### src/rtl/dr_load_pkg.sv
// ---------------------------------------------------------------------------
// dr_load_pkg
//
// Shared definitions for the DR load sequencer:
//   - FSM state encoding (IDLE, FETCH, DONE)
//   - load mode codes as presented on the Mode input
//   - DR function-select codes driven towards the data register
//   - helpers that map a latched mode to its function select and tell
//     byte loads apart from word loads
// ---------------------------------------------------------------------------
package dr_load_pkg;

    // Sequencer states
    typedef enum logic [1:0] {
        IDLE  = 2'b00,
        FETCH = 2'b01,
        DONE  = 2'b10
    } state_e;

    // Load modes
    localparam logic [1:0] MODE_SEXT = 2'b00;  // one byte, sign-extended
    localparam logic [1:0] MODE_ZEXT = 2'b01;  // one byte, zero-extended
    localparam logic [1:0] MODE_BE   = 2'b10;  // four bytes, big-endian
    localparam logic [1:0] MODE_LE   = 2'b11;  // four bytes, little-endian

    // DR function selects
    localparam logic [1:0] FS_SEXT = 2'b00;    // DR <= sign-extended byte
    localparam logic [1:0] FS_ZEXT = 2'b01;    // DR <= zero-extended byte
    localparam logic [1:0] FS_SHL  = 2'b10;    // DR <= {DR[23:0], byte}
    localparam logic [1:0] FS_SHR  = 2'b11;    // DR <= {byte, DR[31:8]}

    // Index of the final byte of a word load
    localparam logic [1:0] LAST_BYTE = 2'd3;

    // Each load mode drives exactly one DR operation for its whole transfer.
    function automatic logic [1:0] modeToFunSel(input logic [1:0] mode);
        logic [1:0] funSel;
        funSel = FS_SEXT;
        case (mode)
            MODE_SEXT: funSel = FS_SEXT;
            MODE_ZEXT: funSel = FS_ZEXT;
            MODE_BE:   funSel = FS_SHL;
            MODE_LE:   funSel = FS_SHR;
            default:   funSel = FS_SEXT;
        endcase
        return funSel;
    endfunction

    // Word modes occupy the upper half of the mode code space.
    function automatic logic isWordMode(input logic [1:0] mode);
        return mode[1];
    endfunction

endpackage

### src/rtl/dr_load_timer.sv
// ---------------------------------------------------------------------------
// dr_load_timer
//
// Counts consecutive FETCH cycles in which the memory has not acknowledged.
// The sequencer clears it whenever a new byte is requested and steps it on
// every unacknowledged cycle. expired_o is raised during the cycle in which
// the count has reached TIMEOUT-1, i.e. the TIMEOUT-th waiting cycle, so an
// abort taken on that edge happens after exactly TIMEOUT waiting cycles.
// TIMEOUT = 0 disables the timer completely.
//
// Ports:
//   clk_i      system clock
//   reset_i    synchronous active-high reset
//   clear_i    restart the count at zero (takes priority over inc_i)
//   inc_i      one more unacknowledged cycle
//   expired_o  current cycle is the last one allowed without an ack
// ---------------------------------------------------------------------------
module dr_load_timer #(
    parameter int TIMEOUT = 15
) (
    input  logic clk_i,
    input  logic reset_i,
    input  logic clear_i,
    input  logic inc_i,
    output logic expired_o
);

    // A zero-width counter is not legal, so keep at least one bit.
    localparam int CW = (TIMEOUT > 0) ? $clog2(TIMEOUT + 1) : 1;
    localparam logic [CW-1:0] LAST_WAIT = (TIMEOUT > 0) ? CW'(TIMEOUT - 1) : '0;
    localparam logic [CW-1:0] CNT_MAX   = '1;

    logic [CW-1:0] waitCnt_q;
    logic [CW-1:0] waitCnt_d;

    // Next count: saturate instead of wrapping so a disabled or stalled
    // timer never produces a spurious match.
    always_comb begin
        waitCnt_d = waitCnt_q;
        if (clear_i) begin
            waitCnt_d = '0;
        end else if (inc_i && (waitCnt_q != CNT_MAX)) begin
            waitCnt_d = waitCnt_q + 1'b1;
        end
    end

    always_ff @(posedge clk_i) begin
        if (reset_i) begin
            waitCnt_q <= '0;
        end else begin
            waitCnt_q <= waitCnt_d;
        end
    end

    generate
        if (TIMEOUT == 0) begin : g_noTimeout
            assign expired_o = 1'b0;
        end else begin : g_timeout
            assign expired_o = (waitCnt_q == LAST_WAIT);
        end
    endgenerate

endmodule

### src/rtl/dr_load_sequencer.sv
// ---------------------------------------------------------------------------
// dr_load_sequencer
//
// Sequences 32-bit data register (DR) loads from a byte-wide memory. A start
// request latches the mode and base address, then one byte (byte modes) or
// four consecutive bytes (word modes) are fetched over a req/ack handshake.
// The memory data bus feeds the DR byte input directly; this block only
// raises the DR enable on each acknowledged byte and holds the DR function
// select that matches the latched mode, so the DR assembles the result.
//
// Ports:
//   clk_i        system clock
//   reset_i      synchronous active-high reset
//   start_i      load request, honoured only in IDLE
//   mode_i       00 sext byte, 01 zext byte, 10 BE word, 11 LE word
//   baseAddr_i   address of the first byte
//   memAck_i     memory presents the byte for memAddr_o this cycle
//   memReq_o     registered fetch request
//   memAddr_o    registered byte address
//   drE_o        DR enable (acknowledged byte while fetching)
//   drFunSel_o   DR function select for the latched mode
//   busy_o       an operation is in progress
//   done_o       one-cycle pulse at the end of every operation
//   error_o      one-cycle pulse alongside done_o on a timeout abort
// ---------------------------------------------------------------------------
module dr_load_sequencer
    import dr_load_pkg::*;
#(
    parameter int ADDR_WIDTH = 16,
    parameter int TIMEOUT    = 15
) (
    input  logic                  clk_i,
    input  logic                  reset_i,
    input  logic                  start_i,
    input  logic [1:0]            mode_i,
    input  logic [ADDR_WIDTH-1:0] baseAddr_i,
    input  logic                  memAck_i,
    output logic                  memReq_o,
    output logic [ADDR_WIDTH-1:0] memAddr_o,
    output logic                  drE_o,
    output logic [1:0]            drFunSel_o,
    output logic                  busy_o,
    output logic                  done_o,
    output logic                  error_o
);

    state_e                state_q,   state_d;
    logic [1:0]            mode_q,    mode_d;
    logic [ADDR_WIDTH-1:0] addr_q,    addr_d;
    logic [1:0]            byteCnt_q, byteCnt_d;
    logic                  memReq_q,  memReq_d;
    logic                  abort_q,   abort_d;

    logic                  timerClear;
    logic                  timerInc;
    logic                  timerExpired;

    dr_load_timer #(
        .TIMEOUT   (TIMEOUT)
    ) u_timer (
        .clk_i     (clk_i),
        .reset_i   (reset_i),
        .clear_i   (timerClear),
        .inc_i     (timerInc),
        .expired_o (timerExpired)
    );

    // Next-state logic. The DR captures a byte on every edge where the
    // memory acknowledges in FETCH; the FSM only decides whether another
    // byte follows. An ack in the same cycle as the timer expiring still
    // completes the transfer normally.
    always_comb begin
        state_d    = state_q;
        mode_d     = mode_q;
        addr_d     = addr_q;
        byteCnt_d  = byteCnt_q;
        memReq_d   = memReq_q;
        abort_d    = abort_q;
        timerClear = 1'b0;
        timerInc   = 1'b0;

        case (state_q)
            IDLE: begin
                if (start_i) begin
                    mode_d     = mode_i;
                    addr_d     = baseAddr_i;
                    byteCnt_d  = '0;
                    memReq_d   = 1'b1;
                    abort_d    = 1'b0;
                    timerClear = 1'b1;
                    state_d    = FETCH;
                end
            end

            FETCH: begin
                if (memAck_i) begin
                    timerClear = 1'b1;
                    if (!isWordMode(mode_q) || (byteCnt_q == LAST_BYTE)) begin
                        memReq_d = 1'b0;
                        state_d  = DONE;
                    end else begin
                        byteCnt_d = byteCnt_q + 2'd1;
                        addr_d    = addr_q + 1'b1;
                    end
                end else begin
                    timerInc = 1'b1;
                    if (timerExpired) begin
                        memReq_d = 1'b0;
                        abort_d  = 1'b1;
                        state_d  = DONE;
                    end
                end
            end

            DONE: begin
                state_d = IDLE;
            end

            default: begin
                state_d  = IDLE;
                memReq_d = 1'b0;
            end
        endcase
    end

    always_ff @(posedge clk_i) begin
        if (reset_i) begin
            state_q   <= IDLE;
            mode_q    <= MODE_SEXT;
            addr_q    <= '0;
            byteCnt_q <= '0;
            memReq_q  <= 1'b0;
            abort_q   <= 1'b0;
        end else begin
            state_q   <= state_d;
            mode_q    <= mode_d;
            addr_q    <= addr_d;
            byteCnt_q <= byteCnt_d;
            memReq_q  <= memReq_d;
            abort_q   <= abort_d;
        end
    end

    // The DR sees the same clock edge as the reset, so the enable must be
    // suppressed while reset is asserted to keep the DR untouched.
    assign drE_o      = memAck_i && (state_q == FETCH) && !reset_i;
    assign drFunSel_o = modeToFunSel(mode_q);
    assign memReq_o   = memReq_q;
    assign memAddr_o  = addr_q;
    assign busy_o     = (state_q != IDLE);
    assign done_o     = (state_q == DONE);
    assign error_o    = (state_q == DONE) && abort_q;

endmodule

### config.mk
export PLATFORM = sky130hd
export DESIGN_NAME = dr_load_sequencer
export DESIGN_NICKNAME = d
export VERILOG_FILES = /design/src/rtl/dr_load_pkg.sv /design/src/rtl/dr_load_timer.sv /design/src/rtl/dr_load_sequencer.sv
export SDC_FILE = /design/constraint.sdc
export NUM_CORES = 1
export LEC_CHECK = 0
export BUFFER_PORTS_ARGS = -buffer_cell sky130_fd_sc_hd__buf_4
export CAP_MARGIN = 20
export CORE_MARGIN = 2
export CORE_UTILIZATION = 47
export DETAILED_ROUTE_END_ITERATION = 8
export HOLD_SLACK_MARGIN = 0.08
export PLACE_DENSITY_LB_ADDON = 0.12
export SKIP_LAST_GASP = 1
export SLEW_MARGIN = 15
export SYNTH_ARGS = -nofsm -noshare
export SYNTH_HDL_FRONTEND = slang
export SYNTH_HIERARCHICAL = 1
export SYNTH_SLANG_ARGS = --single-unit
### constraint.sdc
create_clock -name clk_i -period 1.5 [get_ports clk_i]
set_input_delay 0.075 -clock clk_i [delete_from_list [all_inputs] [get_ports clk_i]]
set_output_delay 0.075 -clock clk_i [all_outputs]
set_load 0.01 [all_outputs]
# After elaboration in Yosys (flattened, before gate mapping)
# Cells that the tools add are included.
# totals
in_bits	22
out_inout_bits	23
wordCells	71
reg_bits	28
# classes
eq_ne	15
n_bitwise	1
addsub	3
reduce_logical	17
n_mux	28
# ops
cell	count
$mux 16	3
$pmux 16 s2	1
$add 16x1->16 const B	1
$mux 2	7
$reduce_and 4->1	3
$mux 1	11
$ne 2x2->1 const B	5
$eq 2x2->1 const B	4
$pmux 2 s2	2
$pmux 2 s4	1
$ne 3x3->1 const B	2
$add 4x1->4 const B	1
$eq 2x1->1 const B	2
$eq 4x4->1 const B	1
$logic_and 1x1->1	4
$logic_not 2->1	2
$ne 4x4->1 const B	1
$pmux 1 s2	2
$reduce_bool 2->1	2
$pmux 1 s3	1
$reduce_and 3->1	1
$add 2x1->2 const B	1
$logic_not 1->1	2
$reduce_and 2->1	1
3 further kinds	3

# Logic depth before layout (Yosys ltp)
# Gate-level depths: netlist of the first run.
# logic_depth
depth_word	5
depth_mapped	7
depth_no_buf	7

# Cells and area by module
# Netlist of the first run, hierarchy kept.
# modules_own_cells
module	seq_area_each_um2	instances	cells_each	area_per_inst_um2
dr_load_sequencer	480.5	1	200	1502.7
dr_load_timer	80.1	1	24	217.7

# Worst setup path after synthesis of the first run
# OpenSTA, ideal clock, no wires.
# synth_path
path_kind	register to register
startpoint	register state_q[1]
endpoint	register u_timer.waitCnt_q[3]
setup_ns	0.112
stages_incl_launch_ff	7
slack_ns	-0.144
synth_period_minus_slack_ns	1.644
t_arrival_ns	1.532
t_required_ns	1.388
path_cell_list	dfxtp_1 -> nand2b_1 -> buf_2 -> buf_1 -> nor2_1 -> nand4_1 -> a2111oi_1
# synth_between
elab_chain_len	3
elab_cells_between_ends	6
classes_between	eq/ne (1); mux (2); reduce/logical (3)
# synth_rtl
item	line	source
from (decl)	dr_load_sequencer.sv:47	state_e state_q, state_d;
from (signal assigned)	dr_load_sequencer.sv:135	state_q <= state_d;
$eq 2x1->1	dr_load_sequencer.sv:82	case (state_q)
$mux 1	dr_load_sequencer.sv:82	
via timerInc	dr_load_sequencer.sv:55	logic timerInc;
$logic_and 1x1->1	dr_load_timer.sv:42	end else if (inc_i && (waitCnt_q != CNT_MAX)) begin
to (signal assigned)	dr_load_timer.sv:51	waitCnt_q <= waitCnt_d;
to (decl)	dr_load_timer.sv:33	logic [CW-1:0] waitCnt_q;
# The timed path passes the listed nets, and every way through them passes these cells.
# A chain may end at the register's enable or synchronous reset.

# Worst setup path in the final report of the first run
# layout_path
startpoint	register state_q[1]
endpoint	output drE_o
# layout_between
elab_chain_len	3
# layout_rtl
item	line	source
$eq 2x1->1	dr_load_sequencer.sv:146	assign drE_o = memAck_i && (state_q == FETCH) && !reset_i;
$logic_and 1x1->1 (2 in a row)	dr_load_sequencer.sv:146	
to (decl)	dr_load_sequencer.sv:40	output logic drE_o,
# Every way passes these cells.

==> out/summary.txt, run 1 <==
Status: finished with violations
Failing checks: setup timing
Critical Path AT: 1.45 ns
Setup_tns: -0.02257 ns
Warnings from Yosys: 6
Synth-to-layout area growth: 54.18%
Fill cells: 263
Syn nets: 250
Final setup viols: 1
Most used cell, CP: buf_4
HP Class: input pin to register
Clock Root Buffer: clkbuf_4
GRT Resource Usage Total: 26.47%
Async SR Flop Fraction: 0%
Worst VDD drop: 0.0004114 V
Leakage: 0.001135 uW
Post-detail-place hpwl: 3776 microns
Sequential area share after synthesis: 32.58%
Drt total wl: 5406 microns
Main synth FF type: dfxtp_1
DR WL/cell: 15.19 microns
Clock tree buffer depth: 2
H-tree depth: 1
Most frequent cells in the layout: buf_4, nand2_1, a21oi_1
Peak clock frequency supported by timing: 656.8 MHz
Logic pwr share: 32.5%
Rel. slew slack: 78.81%
Synth Instances: 224
Cell family with most CP delay: buffers and inverters
Fin Clk Skew: 0.004750 ns
Grt total ovfl: 0
Pin count of the biggest net entering global routing: 26
Worst skew pair latency: 0.33 ns
Final WS setup: -0.02257 ns
Synthesized area per cell: 7.680 sq um
Nets@finish: 337
First-pass GRT wire length: 8901 microns
Internal power: 1248 uW
Mapped Area: 1720 sq um
RSZ-0062 raised after global routing: yes
P_sw: 562.6 uW
Number of iterations in the first detailed-routing pass: 4
Fin. Hold Viols: 0
Critical path launch point type: register
Routability cong.: 0.8699
Share of cells above drive strength 1: 41.61%
CP Buf/Inv Count: 3
Initial antenna violation count: 0
CTS tree: built
Number of flops mapped to enable cells by yosys: 0
Top Ports: 45
# diodes: 0
Slowest-stage cell, CP: dfxtp_2
Vias: 2,031
Die footprint: 4160 sq um
Initial Util: 50.37%
CP Max Fanout: 6
Critical path depth in cells: 5
Vias per cell: 5.705
Crit-path max cell delay: 0.38 ns
Max-cap viol count: 0
Clk pwr share: 21.4%
Power Density: 682.6 nW/um^2
Num Clock Sinks: 28
Minimum clock period: 1.523 ns
WHS Path Cells: 4
Sequential share of power: 46.1%
TritonCTS buffer count: 3
Vias in the first global route: 1,933
Critical Path, Cell by Cell: buf_4 > nor2b_1 > buf_4 > and3_1 > buf_4
Worst endpoint required time: 1.42 ns
Worst setup path class: register to output port
Commonest non-fill, non-tap cell in the layout: buf_4
Core Area: 3416 sq um
Die Wd: 64.50 microns
DRC violations left: 0
R2R cell count: 6
Clk pin slew, worst setup/hold paths: 0.16 ns
Synth unique cells: 51
Pwr Total: 1811 uW
Antenna Violating Nets Remaining: 0
Slew @ Worst Pin: 0.3178 ns
Hold_ws: 0.08641 ns
DIE HEIGHT: 64.50 microns
Critical path endpoint category: output port
Starting DRT DRC Count: 147
Slew Limit Fails: 0
Final period utilization: 101.5%
IO Port Bufs: 44
#FFs+latches synth: 28
Std-Cell Rows: 21
Sw Share: 31.07%
==> cell type report <==
| class | instances | area [sq um] | area share (%) |
|---|---|---|---|
| clock buffer | 4 | 36.28 | 1.368 |
| inverter | 5 | 18.77 | 0.7075 |
| multi-input combinational | 175 | 1171 | 44.15 |
| sequential | 28 | 570.5 | 21.51 |
| tap | 46 | 57.56 | 2.170 |
| timing repair buffer | 98 | 798.3 | 30.09 |
==> metrics by stage <==
stage | setup slack (ns) | cells | cell area, sq um | util, %
5_1_grt | -0.09427 | 356 | 2653 | 77.66
6_report | -0.02257 | 356 | 2653 | 77.66
2_1_floorplan | 0.006199 | 224 | 1749 | -
3_3_place_gp | 0.01730 | 336 | 2371 | 69.41
4_1_cts | 0.0006614 | 350 | 2530 | 74.07
3_5_place_dp | -0.06316 | 336 | 2371 | 69.41
==> state kept, by name (all words and copies together), names as in the netlist <==
name / flops
abort_q: 1
byteCnt_q: 2
memAddr_o: 16
memReq_o: 1
mode_q: 2
state_q: 2
u_timer/waitCnt_q: 4
==> repair_timing <==
| action | in CTS | in global routing |
|---|---|---|
| hold buffers | 7 | 1 |
| gates cloned | 0 | 1 |
| pin swaps | 2 | 10 |
| hold endpoints to repair | 7 | 1 |
| resized for setup | 11 | 19 |
| buffers inserted | 3 | 4 |
| setup endpoints to repair | 12 | 20 |
==> power groups by stage <==
stage | combinational, uW | sequential [uW] | clock, uW
after CTS | 545 | 831 | 387
after global placement | 506 | 843 | 0
final | 589 | 835 | 387
after floorplan | 231 | 863 | 0
after global routing | 640 | 842 | 425
after detailed placement | 514 | 845 | 0
==> kinds of logic after synthesis <==
group	count (synthesis)	share of synthesized area [%]
AOI/OAI and AO/OA	66	25.02
DFF	28	32.58
and+or+nand+nor	104	33.46
adders and majority gates	4	2.909
muxes	1	0.5818
buffers and inverters	21	5.455
==> per-layer routing <==
metal | global-route usage (%) | wire length, microns | part of all wire [%]
met1 | 33.51 | 2265 | 42
met2 | 46.48 | 2664 | 49
met3 | 4.167 | 395 | 7.3
met4 | 7.447 | 82 | 1.5
met5 | 0 | 0 | 0
==> Yosys cell counts, types with 2 or more instances <==
| cell type | count | share of area, % |
|---|---|---|
| nand4b_1 | 2 | 1.0 |
| o21ai_1 | 4 | 1.2 |
| nor4_1 | 5 | 1.8 |
| a22o_1 | 2 | 1.0 |
| nand3b_1 | 4 | 1.7 |
| nand4_1 | 6 | 2.2 |
| a31oi_1 | 3 | 1.1 |
| dfxtp_1 | 28 | 33 |
| nand3_1 | 8 | 2.3 |
| or2_2 | 2 | 0.73 |
| o21ai_0 | 12 | 3.5 |
| a21oi_1 | 24 | 7.0 |
| nand2b_1 | 5 | 1.8 |
| buf_2 | 6 | 1.7 |
| and4_1 | 3 | 1.5 |
| a21o_1 | 2 | 0.87 |
| buf_1 | 2 | 0.44 |
| nand2_1 | 23 | 5.0 |
| o211ai_1 | 2 | 0.87 |
| nor3_1 | 6 | 1.7 |
| and2_1 | 6 | 2.2 |
| nor2b_1 | 2 | 0.73 |
| a32o_1 | 3 | 1.7 |
| and3_1 | 8 | 2.9 |
| inv_1 | 5 | 1.1 |
| clkbuf_1 | 7 | 1.5 |
| ha_1 | 4 | 2.9 |
| nor2_1 | 16 | 3.5 |
| o31ai_1 | 2 | 0.87 |
==> worst reg2reg max path, stage by stage, from the launching register on <==
cell and delay, ns:
dfxtp_2 0.35, ha_2 0.17, nand3b_1 0.20, o21ai_4 0.25, buf_12 0.16, nand3b_4 0.07, a311oi_2 0.23
==> path summary, 6_finish.rpt <==
check          startpoint                   end  slack, ns
min              memAck_i  u_timer/waitCnt_q[0]       0.09
max            state_q[1]                 drE_o      -0.02
max reg2reg  byteCnt_q[1]          memAddr_o[9]       0.01
min reg2reg     mode_q[0]             mode_q[0]       0.47
(Power assumes the default switching activity.)
==> run 2, diff against run 1 <==
Settings changed: SYNTH_HIERARCHICAL 1 to default.
==> run 2 against run 1 <==
  * Highest routed layer unchanged
  * Critical path type is now register to register
  * The run still ends with setup timing left
  * Clock-buffer cell count stayed put
  * Combinational power is essentially flat
  * Design area fell by 5.4%
  * Non-clock buffer count fell by 2
  * Clock skew is 0.0011 ns higher
  * Largest cell class unchanged
  * Clock power is 2% lower
  * Register-to-register slack got worse by 0.02 ns
  * Core utilization down 2.5 points
  * Critical path depth is 2 higher
  * Global-route usage fell by 2.2 points
  * Flip-flop and latch count is the same
  * Via count fell by 8.3%
==> out/summary.txt, run 2 <==
Status: finished with violations
Failing checks: setup timing
Synth Instances: 208
CTS tree: built
GRT Resource Usage Total: 24.28%
Worst skew pair latency: 0.33 ns
# diodes: 0
HP Class: input pin to register
Clk pwr share: 21.1%
DRC violations left: 0
Starting DRT DRC Count: 117
H-tree depth: 1
Worst setup path class: register to register
Synthesized area per cell: 7.886 sq um
Main synth FF type: dfxtp_1
Area after DPL: 2291 sq um
Critical Path AT: 1.75 ns
Commonest cells post-synth: dfxtp_1, nor2_1, a21oi_1
Sw Share: 30.10%
Top Ports: 45
Synth-to-layout area growth: 52.94%
Worst endpoint required time: 1.73 ns
Die Wd: 63.08 microns
Number of flops mapped to enable cells by yosys: 0
Max-cap viol count: 0
Num Clock Sinks: 28
Nets@finish: 319
P_sw: 542.2 uW
Placed cell count: 326
Internal power: 1259 uW
Core Util, Final: 75.18%
Warnings from Yosys: 0
Most common cell in the netlist: dfxtp_1
Commonest non-fill, non-tap cell in the layout: buf_4
Async SR Flop Fraction: 0%
Sequential area share after synthesis: 34.17%
Pin count of the biggest net entering global routing: 27
Syn nets: 234
Design area: 2509 sq um
Sequential share of power: 46.3%
Routability cong.: 0.7994
Drt total wl: 4725 microns
Synth top area share: 34.17%
Grt total ovfl: 0
Peak clock frequency supported by timing: 660.6 MHz
Synth unique cells: 47
Vias per cell: 5.509
Std-Cell Rows: 21
Critical path launch point type: register
Main area contributors after synthesis: dfxtp_1, a21oi_1, nor2_1, o21ai_0, nand2_1
Slew Limit Fails: 0
IO Port Bufs: 44
Most frequent cells in the layout: buf_4, nor2_1, a21oi_1, dfxtp_1, nand2_1
Final Non-Filler Cells: 338
Final WS setup: -0.01379 ns
Post-detail-place hpwl: 3356 microns
Clock Root Buffer: clkbuf_4
Slew @ Worst Pin: 0.3447 ns
Vias in the first global route: 1,803
Power Density: 718.0 nW/um^2
Antenna Violating Nets Remaining: 0
#FFs+latches synth: 28
Initial Util: 49.16%
Initial antenna violation count: 0
Yosys top cell by area: dfxtp_1
Clock tree buffer depth: 2
RSZ-0062 raised after global routing: yes
First-pass GRT wire length: 7928 microns
Logic pwr share: 32.6%
Share of cells above drive strength 1: 41.44%
Clk pin slew, worst setup/hold paths: 0.16 ns
Vias: 1,862
Final setup viols: 1
CP Max Fanout: 8
Mapped Area: 1640 sq um
Fin Clk Skew: 0.005897 ns
Fin. Hold Viols: 0
Core Area: 3337 sq um
Max reg flops: 16
Minimum clock period: 1.514 ns
Final period utilization: 100.9%
DIE HEIGHT: 63.08 microns
Number of iterations in the first detailed-routing pass: 4
Worst VDD drop: 0.0006300 V
Die footprint: 3978 sq um
Leakage: 0.001123 uW
TritonCTS buffer count: 3
Rel. slew slack: 77.02%
Critical path endpoint category: register
DR WL/cell: 13.98 microns
run 2: worst max-delay path: stages, from the launching register on:
cell	delay, ns
dfxtp_2	0.37
ha_4	0.16
nand4b_4	0.19
a21oi_4	0.18
buf_6	0.15
buf_12	0.10
mux2i_1	0.19
a21oi_1	0.08
run 2: power by group through the flow:
stage / Combinational (uW) / Sequential (uW) / Clock [uW]
after global placement: 534 / 849 / 0
final: 587 / 834 / 380
after CTS: 565 / 835 / 383
after floorplan: 239 / 874 / 0
after detailed placement: 540 / 850 / 0
after global routing: 640 / 843 / 420
run 2: area by class of cell:
| cell class | count | area (sq um) |
|---|---|---|
| clock buffers | 4 | 36.28 |
| inverters | 3 | 11.26 |
| flip-flops and latches | 28 | 574.3 |
| fillers | 264 | 828.3 |
| multi-input cells | 161 | 1061 |
| repair buffers | 96 | 768.2 |
| well taps | 46 | 57.56 |
run 2: metal layers:
metal / GRT usage, % / wire length (microns) / up-vias
met5: 0 / 0 / -
met4: 8.056 / 24 / 0
met3: 2.679 / 182 / 2
met2: 42.42 / 2380 / 46
met1: 31.05 / 2138 / 882
li1: - / - / 932
run 2: kinds of logic (layout without fill, tap and decap cells):
logic type / after synthesis / count (layout) / share of synthesized area (%)
and+or+nand+nor: 89 / 89 / 29.21
AOI/OAI and AO/OA: 62 / 62 / 23.65
DFF: 28 / 28 / 34.17
buffers and inverters: 19 / 103 / 6.483
adders and majority gates: 4 / 4 / 3.051
xor gates and xnor gates: 3 / 3 / 1.602
muxes: 3 / 3 / 1.831
run 2: what timing repair did:
| item | in CTS | in global routing |
|---|---|---|
| buffers inserted | 1 | 1 |
| pin swaps | 2 | 13 |
| gates resized for setup | 11 | 22 |
| endpoints found under the hold margin | 5 | 1 |
| hold buffers | 5 | 1 |
| endpoints found under the setup margin | 16 | 18 |
run 2: final timing paths:
| kind | start | to | slack, ns | depth (start not counted) |
|---|---|---|---|---|
| setup / recovery | byteCnt_q[1] | memAddr_o[11] | -0.01 | 7 |
| hold / removal | reset_i | memAddr_o[15] | 0.09 | 2 |
| setup reg to reg | byteCnt_q[1] | memAddr_o[11] | -0.01 | 7 |
| hold reg to reg | byteCnt_q[1] | byteCnt_q[1] | 0.50 | 2 |
run 2: stage by stage:
| step | total power (uW) | hold WS, ns | setup TNS [ns] | worst slack (ns) |
|---|---|---|---|---|
| after floorplan | 1112 | 0.2221 | 0 | 0.02532 |
| after global placement | 1383 | 0.3147 | -0.1099 | -0.03722 |
| after detailed placement | 1390 | 0.3221 | -0.4693 | -0.07842 |
| after CTS | 1782 | 0.08187 | 0 | 0.004153 |
| after global routing | 1903 | 0.08788 | -0.3786 | -0.07473 |
| final | 1801 | 0.08684 | -0.01379 | -0.01379 |
